## src/rtl/add_disp_pkg.sv

```systemverilog
`default_nettype none
// ============================================================================
//  Module      : add_disp_pkg
//  Description : Shared types, constants and hex font for the switch-adder
//                display controller.
//  Revision    : 1.0 - initial release
// ============================================================================
package add_disp_pkg;

    typedef enum logic [1:0] {
        IDLE = 2'd0,
        CALC = 2'd1,
        HOLD = 2'd2
    } state_t;

    localparam logic [6:0] SEG_BLANK = 7'b1111111;
    localparam logic [6:0] SEG_DASH  = 7'b0111111;
    localparam logic [1:0] MODE_ADD  = 2'b10;

    // Active-low seven-segment font, bit 0 = segment a ... bit 6 = segment g
    function automatic logic [6:0] hex_to_seg(input logic [3:0] i_hex);
        logic [6:0] w_seg;
        case (i_hex)
            4'h0:    w_seg = 7'b1000000;
            4'h1:    w_seg = 7'b1111001;
            4'h2:    w_seg = 7'b0100100;
            4'h3:    w_seg = 7'b0110000;
            4'h4:    w_seg = 7'b0011001;
            4'h5:    w_seg = 7'b0010010;
            4'h6:    w_seg = 7'b0000010;
            4'h7:    w_seg = 7'b1111000;
            4'h8:    w_seg = 7'b0000000;
            4'h9:    w_seg = 7'b0010000;
            4'hA:    w_seg = 7'b0001000;
            4'hB:    w_seg = 7'b0000011;
            4'hC:    w_seg = 7'b1000110;
            4'hD:    w_seg = 7'b0100001;
            4'hE:    w_seg = 7'b0000110;
            default: w_seg = 7'b0001110;
        endcase
        return w_seg;
    endfunction

endpackage
`default_nettype wire

```

## src/rtl/add_disp_ctrl_if.sv

```systemverilog
`default_nettype none
// ============================================================================
//  Module      : add_disp_ctrl_if
//  Description : Board-side bundle: switches, push-button and the
//                seven-segment display pins.
//  Revision    : 1.0 - initial release
// ============================================================================
interface add_disp_ctrl_if;
    logic [15:0] sw;
    logic        btnL;
    logic [6:0]  seg;
    logic [3:0]  an;
    logic        dp;

    // Board / stimulus side
    modport master (output sw, output btnL, input seg, input an, input dp);
    // Controller side
    modport slave  (input sw, input btnL, output seg, output an, output dp);
endinterface
`default_nettype wire

```

## src/rtl/add_disp_ctrl_btn_debounce.sv

```systemverilog
`default_nettype none
// ============================================================================
//  Module      : btn_debounce
//  Description : Two-flop synchronizer, consecutive-sample debouncer and
//                rising-edge press pulse for a raw push-button.
//  Revision    : 1.0 - initial release
// ============================================================================
module btn_debounce #(
    parameter int DEBOUNCE_CYC = 1000000
) (
    input  wire logic clk,
    input  wire logic rst_n,
    input  wire logic i_btn,
    output logic      o_level,
    output logic      o_press
);

    localparam int             CW        = $clog2(DEBOUNCE_CYC);
    localparam logic [CW-1:0]  c_CNT_MAX = CW'(DEBOUNCE_CYC - 1);

    logic [1:0]    r_sync;
    logic [CW-1:0] r_cnt;
    logic          r_level;
    logic          r_level_d;
    logic          r_armed;
    logic          w_sync;

    assign w_sync = r_sync[1];

    // Synchronizer resets high so a button held through reset is treated as
    // already pressed; it must be seen low before a press can be reported.
    always_ff @(posedge clk or negedge rst_n) begin
        if (!rst_n) begin
            r_sync <= 2'b11;
        end else begin
            r_sync <= {r_sync[0], i_btn};
        end
    end

    // Debounce counter: level flips after DEBOUNCE_CYC disagreeing samples
    always_ff @(posedge clk or negedge rst_n) begin
        if (!rst_n) begin
            r_cnt   <= '0;
            r_level <= 1'b0;
        end else if (w_sync == r_level) begin
            r_cnt <= '0;
        end else if (r_cnt == c_CNT_MAX) begin
            r_cnt   <= '0;
            r_level <= ~r_level;
        end else begin
            r_cnt <= r_cnt + 1'b1;
        end
    end

    // Edge-detect delay and arming once a released button has been observed
    always_ff @(posedge clk or negedge rst_n) begin
        if (!rst_n) begin
            r_level_d <= 1'b0;
            r_armed   <= 1'b0;
        end else begin
            r_level_d <= r_level;
            if (!w_sync) begin
                r_armed <= 1'b1;
            end
        end
    end

    assign o_level = r_level;
    assign o_press = r_level & ~r_level_d & r_armed;

endmodule
`default_nettype wire

```

## src/rtl/add_disp_ctrl.sv

```systemverilog
`default_nettype none
// ============================================================================
//  Module      : add_disp_ctrl
//  Description : Captures two 4-bit switch operands on a debounced btnL press
//                in add mode, adds them, and scans sum, carry and operands
//                across the four-digit seven-segment display.
//                Option macro ADD_DISP_CARRY_DP_EN: carry shown on the digit-0
//                decimal point and digit 1 blanked.
//  Revision    : 1.0 - initial release
// ============================================================================
module add_disp_ctrl
    import add_disp_pkg::*;
#(
    parameter int REFRESH_DIV  = 100000,
    parameter int DEBOUNCE_CYC = 1000000
) (
    input  wire logic      clk,
    input  wire logic      rst_n,
    add_disp_ctrl_if.slave bus
);

    localparam int             DW        = $clog2(REFRESH_DIV);
    localparam logic [DW-1:0]  c_DIV_MAX = DW'(REFRESH_DIV - 1);

    state_t        r_state;
    state_t        w_state_next;
    logic          w_capture;
    logic          w_level;
    logic          w_press;
    logic          w_mode_add;

    logic [3:0]    r_a;
    logic [3:0]    r_b;
    logic [4:0]    r_sum;
    logic          r_valid;

    logic [DW-1:0] r_div;
    logic [1:0]    r_idx;

    logic [3:0]    w_digit;
    logic [6:0]    w_seg_nxt;
    logic [3:0]    w_an_nxt;
    logic          w_dp_nxt;
    logic [6:0]    r_seg;
    logic [3:0]    r_an;
    logic          r_dp;

    assign w_mode_add = (bus.sw[15:14] == MODE_ADD);

    btn_debounce #(
        .DEBOUNCE_CYC (DEBOUNCE_CYC)
    ) u_debounce (
        .clk     (clk),
        .rst_n   (rst_n),
        .i_btn   (bus.btnL),
        .o_level (w_level),
        .o_press (w_press)
    );

    // Capture FSM state register
    always_ff @(posedge clk or negedge rst_n) begin
        if (!rst_n) begin
            r_state <= IDLE;
        end else begin
            r_state <= w_state_next;
        end
    end

    // Capture FSM next state: presses outside add mode are ignored
    always_comb begin
        w_state_next = r_state;
        case (r_state)
            IDLE:    if (w_press && w_mode_add) w_state_next = CALC;
            CALC:    w_state_next = HOLD;
            HOLD:    if (!w_level) w_state_next = IDLE;
            default: w_state_next = IDLE;
        endcase
    end

    // Capture FSM outputs
    always_comb begin
        w_capture = (r_state == CALC);
    end

    // Operand and sum registers, written only in CALC
    always_ff @(posedge clk or negedge rst_n) begin
        if (!rst_n) begin
            r_a     <= 4'd0;
            r_b     <= 4'd0;
            r_sum   <= 5'd0;
            r_valid <= 1'b0;
        end else if (w_capture) begin
            r_a     <= bus.sw[3:0];
            r_b     <= bus.sw[7:4];
            r_sum   <= {1'b0, bus.sw[3:0]} + {1'b0, bus.sw[7:4]};
            r_valid <= 1'b1;
        end
    end

    // Slot timer and digit index; index 0 gets a full slot after reset
    always_ff @(posedge clk or negedge rst_n) begin
        if (!rst_n) begin
            r_div <= '0;
            r_idx <= 2'd0;
        end else if (r_div == c_DIV_MAX) begin
            r_div <= '0;
            r_idx <= r_idx + 2'd1;
        end else begin
            r_div <= r_div + 1'b1;
        end
    end

    // Digit content for the current index
    always_comb begin
        w_digit = 4'h0;
        case (r_idx)
            2'd0:    w_digit = r_sum[3:0];
            2'd1:    w_digit = {3'b000, r_sum[4]};
            2'd2:    w_digit = r_a;
            default: w_digit = r_b;
        endcase
    end

    // Display decode: blank outside add mode, dashes until a capture
    always_comb begin
        w_an_nxt  = ~(4'b0001 << r_idx);
        w_seg_nxt = hex_to_seg(w_digit);
        w_dp_nxt  = 1'b1;
        if (!w_mode_add) begin
            w_an_nxt  = 4'b1111;
            w_seg_nxt = SEG_BLANK;
        end else if (!r_valid) begin
            w_seg_nxt = SEG_DASH;
        end else begin
`ifdef ADD_DISP_CARRY_DP_EN
            if (r_idx == 2'd1) begin
                w_seg_nxt = SEG_BLANK;
            end
            if (r_idx == 2'd0) begin
                w_dp_nxt = ~r_sum[4];
            end
`endif
        end
    end

    // Registered pins so anode and cathodes always switch on the same edge
    always_ff @(posedge clk or negedge rst_n) begin
        if (!rst_n) begin
            r_seg <= SEG_BLANK;
            r_an  <= 4'b1111;
            r_dp  <= 1'b1;
        end else begin
            r_seg <= w_seg_nxt;
            r_an  <= w_an_nxt;
            r_dp  <= w_dp_nxt;
        end
    end

    assign bus.seg = r_seg;
    assign bus.an  = r_an;
    assign bus.dp  = r_dp;

endmodule
`default_nettype wire

```

## src/flat_wrapper.sv

```systemverilog
// flat-port wrapper written by rule: the top's interface ports become plain ports
module add_disp_ctrl_flat import add_disp_pkg::*;
#(
    parameter int REFRESH_DIV  = 100000,
    parameter int DEBOUNCE_CYC = 1000000
)
  (clk, rst_n, bus_sw, bus_btnL, bus_seg, bus_an, bus_dp);
  add_disp_ctrl_if bus_i ();
  input  wire logic clk;
  input  wire logic rst_n;
  input wire logic [$bits(bus_i.sw)-1:0] bus_sw;
  input wire logic [$bits(bus_i.btnL)-1:0] bus_btnL;
  output wire logic [$bits(bus_i.seg)-1:0] bus_seg;
  output wire logic [$bits(bus_i.an)-1:0] bus_an;
  output wire logic [$bits(bus_i.dp)-1:0] bus_dp;
  assign bus_i.sw = bus_sw;
  assign bus_i.btnL = bus_btnL;
  assign bus_seg = bus_i.seg;
  assign bus_an = bus_i.an;
  assign bus_dp = bus_i.dp;
  add_disp_ctrl #(.REFRESH_DIV(REFRESH_DIV), .DEBOUNCE_CYC(DEBOUNCE_CYC)) u_core (.clk(clk), .rst_n(rst_n), .bus(bus_i));
endmodule
```

## config.mk

```make
export PLATFORM = sky130hd
export DESIGN_NAME = add_disp_ctrl_flat
export DESIGN_NICKNAME = d
export VERILOG_FILES = /design/src/rtl/add_disp_pkg.sv /design/src/rtl/add_disp_ctrl_if.sv /design/src/rtl/add_disp_ctrl_btn_debounce.sv /design/src/rtl/add_disp_ctrl.sv /design/src/flat_wrapper.sv
export SDC_FILE = /design/constraint.sdc
export NUM_CORES = 1
export LEC_CHECK = 0
export CAP_MARGIN = 20
export CORE_MARGIN = 2
export CORE_UTILIZATION = 52
export DETAILED_ROUTE_END_ITERATION = 10
export PLACE_DENSITY = 0.88
export SLEW_MARGIN = 0
export SYNTH_ARGS = -nofsm -noshare
export SYNTH_HDL_FRONTEND = slang
export SYNTH_SLANG_ARGS = --single-unit
```

## constraint.sdc

```tcl
create_clock -name clk -period 2.31 [get_ports clk]
set_clock_uncertainty 0.2 [all_clocks]
set_input_delay 0.462 -clock clk [delete_from_list [all_inputs] [get_ports clk]]
set_output_delay 0.462 -clock clk [all_outputs]
set_load 0.02 [all_outputs]
```

==> reports/qor.txt <==
Flop pwr share: 52.1%
Die height: 86.40 um
Leakage power: 1.771 nW
RSZ-0062 raised after global routing: yes
Syn Area/Cell: 10.51 sq um
Global Route Usage Sum: 19.60%
Number of flops mapped to enable cells by yosys: 0
Kind of capture point of the worst setup path: flop
Initial core utilization: 52.85%
Clock tree from TritonCTS: yes
Fmax: 443.1 MHz
Number of maximum-capacitance violations: 0
Vias per std cell: 5.701
Final nets: 414
Crit Path Max Fanout: 8
Via Count: 2634
Clk network pwr share: 38.9%
Total CTS buffers: 9
Overall routed net length: 6.836 mm
Top_reg_cell synth: sky130_fd_sc_hd__dfrtp_1
Mux contribution to synthesized area: 3.721%
Clock-pin slew on the worst setup and hold paths: 0.07 ns
H-Tree Depth: 3
Internal cell power: 0.001906 W
Fraction of the mapped netlist area in compound gates: 10.03%
Proportion of register bits with asynchronous set or reset after synthesis: 100.0%
Final min period: 2.257 ns
Vias in the first global route: 2621
Most frequent cells in the layout: 58 x sky130_fd_sc_hd__dfrtp_1, 32 x sky130_fd_sc_hd__nand2_1, 24 x sky130_fd_sc_hd__nor2_1
Fraction of synthesized cell area in xor and xnor cells: 6.697%
VDD IR max: 0.0003412 V
Max-slew violation count: 0
Main combinational cell family by area after synthesis: simple AND/OR/NAND/NOR gates
Hold WC Path Type: reg2reg
Basic-gate share of the synthesized area counting and, or, nand and nor cells: 19.28%
Share of cells above drive strength 1: 18.59%
Die Span X: 86.40 um
Post-detail-place hpwl: 4.743 mm
Flip-flop and latch count after synthesis: 71
DR pass1 iterations: 6
Seq/Total Area, Yosys: 50.78%
Library cell used as clock root buffer: sky130_fd_sc_hd__clkbuf_8
Maximum number of pins on one net before global-route repair: 72
Total number of yosys warnings: 0
Overall overflow remaining after global route: 0
Die outline area: 7465 sq um
Number of antenna repair diodes: 0
DRC marker count from the first detailed-route iteration: 184
Clock Latency Late Sink: 0.34 ns
Adder and majority gate portion of the synthesized area: 6.591%
Clock sink count: 71
Areal power density over the cells: 593.9 nW/um^2
Setup CP Type: reg2reg
Final total power: 0.002488 W
Standard-cell row count: 30
Final non-filler cell area: 4189 sq um
Average wire per standard cell: 14.80 um
Maximum buffer depth of the clock tree: 2
Run status: finished clean
Switching power: 0.0005817 W
Crit path arrival time: 2.31 ns
Fill cells: 508
Slew @ Worst Pin: 0.6746 ns
Cell area after technology mapping: 3531 sq um
Number of endpoints failing setup at the final stage: 0
Worst slew slack as a fraction of its limit: 55.03%
Placed cell area: 3931 sq um
Area of the core region: 6681 sq um
Critical Path Start Type: flop
Post-detailed-route DRC marker count: 0
I/O pin cnt: 31
Final ANT Viol Nets: 0
Routability congestion estimate from global placement: 0.8848
Part of the total power dissipated in combinational logic: 9.0%
Number of different library cells in the post-synthesis netlist: 47
Share of the clock period used by the worst path: 97.69%
Number of nets in the synthesized netlist: 373
Finished Core Util: 62.70%
Most common cell after layout, fill and taps aside: sky130_fd_sc_hd__dfrtp_1
First-pass GRT wire length: 11.56 mm
Post-Syn Instances: 336
Number of hold violations in the final report: 0
Port bufs: 23
Antenna violations before repair: 0
Switching share of power: 23.38%
Crit path required time: 2.36 ns
Post-synthesis to final-layout area growth: 18.64%
[what timing repair did]
| action | CTS | global route |
|---|---|---|
| hold endpoints to repair | 58 | 0 |
| pin swaps | 0 | 4 |
| hold buffers | 1 | 0 |
| gates resized for setup | 2 | 16 |
| endpoints found under the setup margin | 2 | 7 |
| buffers inserted | 0 | 1 |
[power groups by stage]
stage                     registers [W]  logic (W)  clock network, W
after detailed placement        0.00132   0.000211                 0
final                           0.00130   0.000225          0.000968
after CTS                       0.00130   0.000216          0.000985
after global routing            0.00130   0.000251           0.00103
after global placement          0.00132   0.000201                 0
after floorplan                 0.00132   0.000109                 0
[synth_stat cells (all sizes together) (5+ instances only)]
master / instances / share of area, %
nand2: 32 / 3.4
buf: 5 / 0.78
xor2: 7 / 1.7
nor2b: 5 / 0.89
or3: 9 / 1.6
nand3: 16 / 2.6
nand2b: 6 / 1.1
mux2: 9 / 2.9
xnor2: 20 / 5.0
ha: 17 / 6.0
o21ai: 17 / 2.4
nor2: 25 / 2.7
nor3: 8 / 1.1
dfrtp: 58 / 41
inv: 15 / 1.6
nor4: 7 / 1.4
dfstp: 13 / 9.7
a21oi: 15 / 2.2
[logic make-up after synthesis]
group / count (synthesis)
adders and majority gates: 18
muxes: 12
and+or+nand+nor: 128
buffers and inverters: 24
xor gates and xnor gates: 27
other: 1
AOI/OAI and AO/OA: 55
DFF: 71
[worst max-delay path, stage by stage (launching register included)]
cell,delay [ns]
sky130_fd_sc_hd__dfrtp_1,0.41
sky130_fd_sc_hd__buf_4,0.14
sky130_fd_sc_hd__ha_1,0.24
sky130_fd_sc_hd__buf_4,0.18
sky130_fd_sc_hd__a221o_1,0.30
sky130_fd_sc_hd__nand2_1,0.18
sky130_fd_sc_hd__buf_4,0.19
sky130_fd_sc_hd__mux2i_1,0.22
sky130_fd_sc_hd__a31oi_1,0.11
[registers in the layout (all words and copies together), names as in the netlist]
name                         cells
u_core.u_debounce.r_cnt         20
u_core.r_div                    17
u_core.bus.seg                   7
u_core.r_sum                     5
u_core.bus.an                    4
u_core.r_a                       4
u_core.r_b                       4
u_core.r_idx                     2
u_core.r_state                   2
u_core.u_debounce.r_sync         2
u_core.r_valid                   1
u_core.u_debounce.o_level        1
u_core.u_debounce.r_armed        1
u_core.u_debounce.r_level_d      1
[final cells by class]
class	count	area, sq um	share of cell area (%)
timing repair buffer	39	360.3	8.602
clock inverter	3	42.54	1.016
inverter	15	56.30	1.344
tap	80	100.1	2.389
multi-input combinational	241	1688	40.29
clock buffer	13	148.9	3.554
sequential	71	1793	42.80
[routing by layer]
layer / up-vias / track usage [%] / wire (um)
li1: 1264 / - / -
met1: 1297 / 24.23 / 2950
met2: 57 / 32.66 / 3493
met3: 16 / 5.714 / 222
met4: 0 / 7.386 / 170
met5: - / 0 / 0
[final timing paths]
check / startpoint / end / slack, ns / cells after the start
worst min register to register: u_core.u_debounce.r_sync[0] / u_core.u_debounce.r_sync[1] / 0.16 / 0
max in group asynchronous: rst_n / u_core.u_debounce.r_sync[0] / 1.11 / 3
worst min-delay path: u_core.u_debounce.r_sync[0] / u_core.u_debounce.r_sync[1] / 0.16 / 0
min in group asynchronous: rst_n / u_core.r_div[11] / 0.46 / 3
worst max register to register: u_core.r_idx[0] / u_core.bus.seg[3] / 0.05 / 8
worst max-delay path: u_core.r_idx[0] / u_core.bus.seg[3] / 0.05 / 8
[through the flow]
step | worst slack [ns] | instances | setup TNS, ns | hold WS (ns)
final | 0.05327 | 462 | 0 | 0.1609
after floorplan | 0.05924 | 336 | 0 | -0.03359
after global placement | 0.05303 | 444 | 0 | 0.1622
after global routing | -0.04309 | 462 | -0.1373 | 0.1656
after CTS | 0.002156 | 461 | 0 | 0.1644
after detailed placement | -0.0004823 | 444 | -0.0004823 | 0.1627
Power figures use the tool's default switching activity.
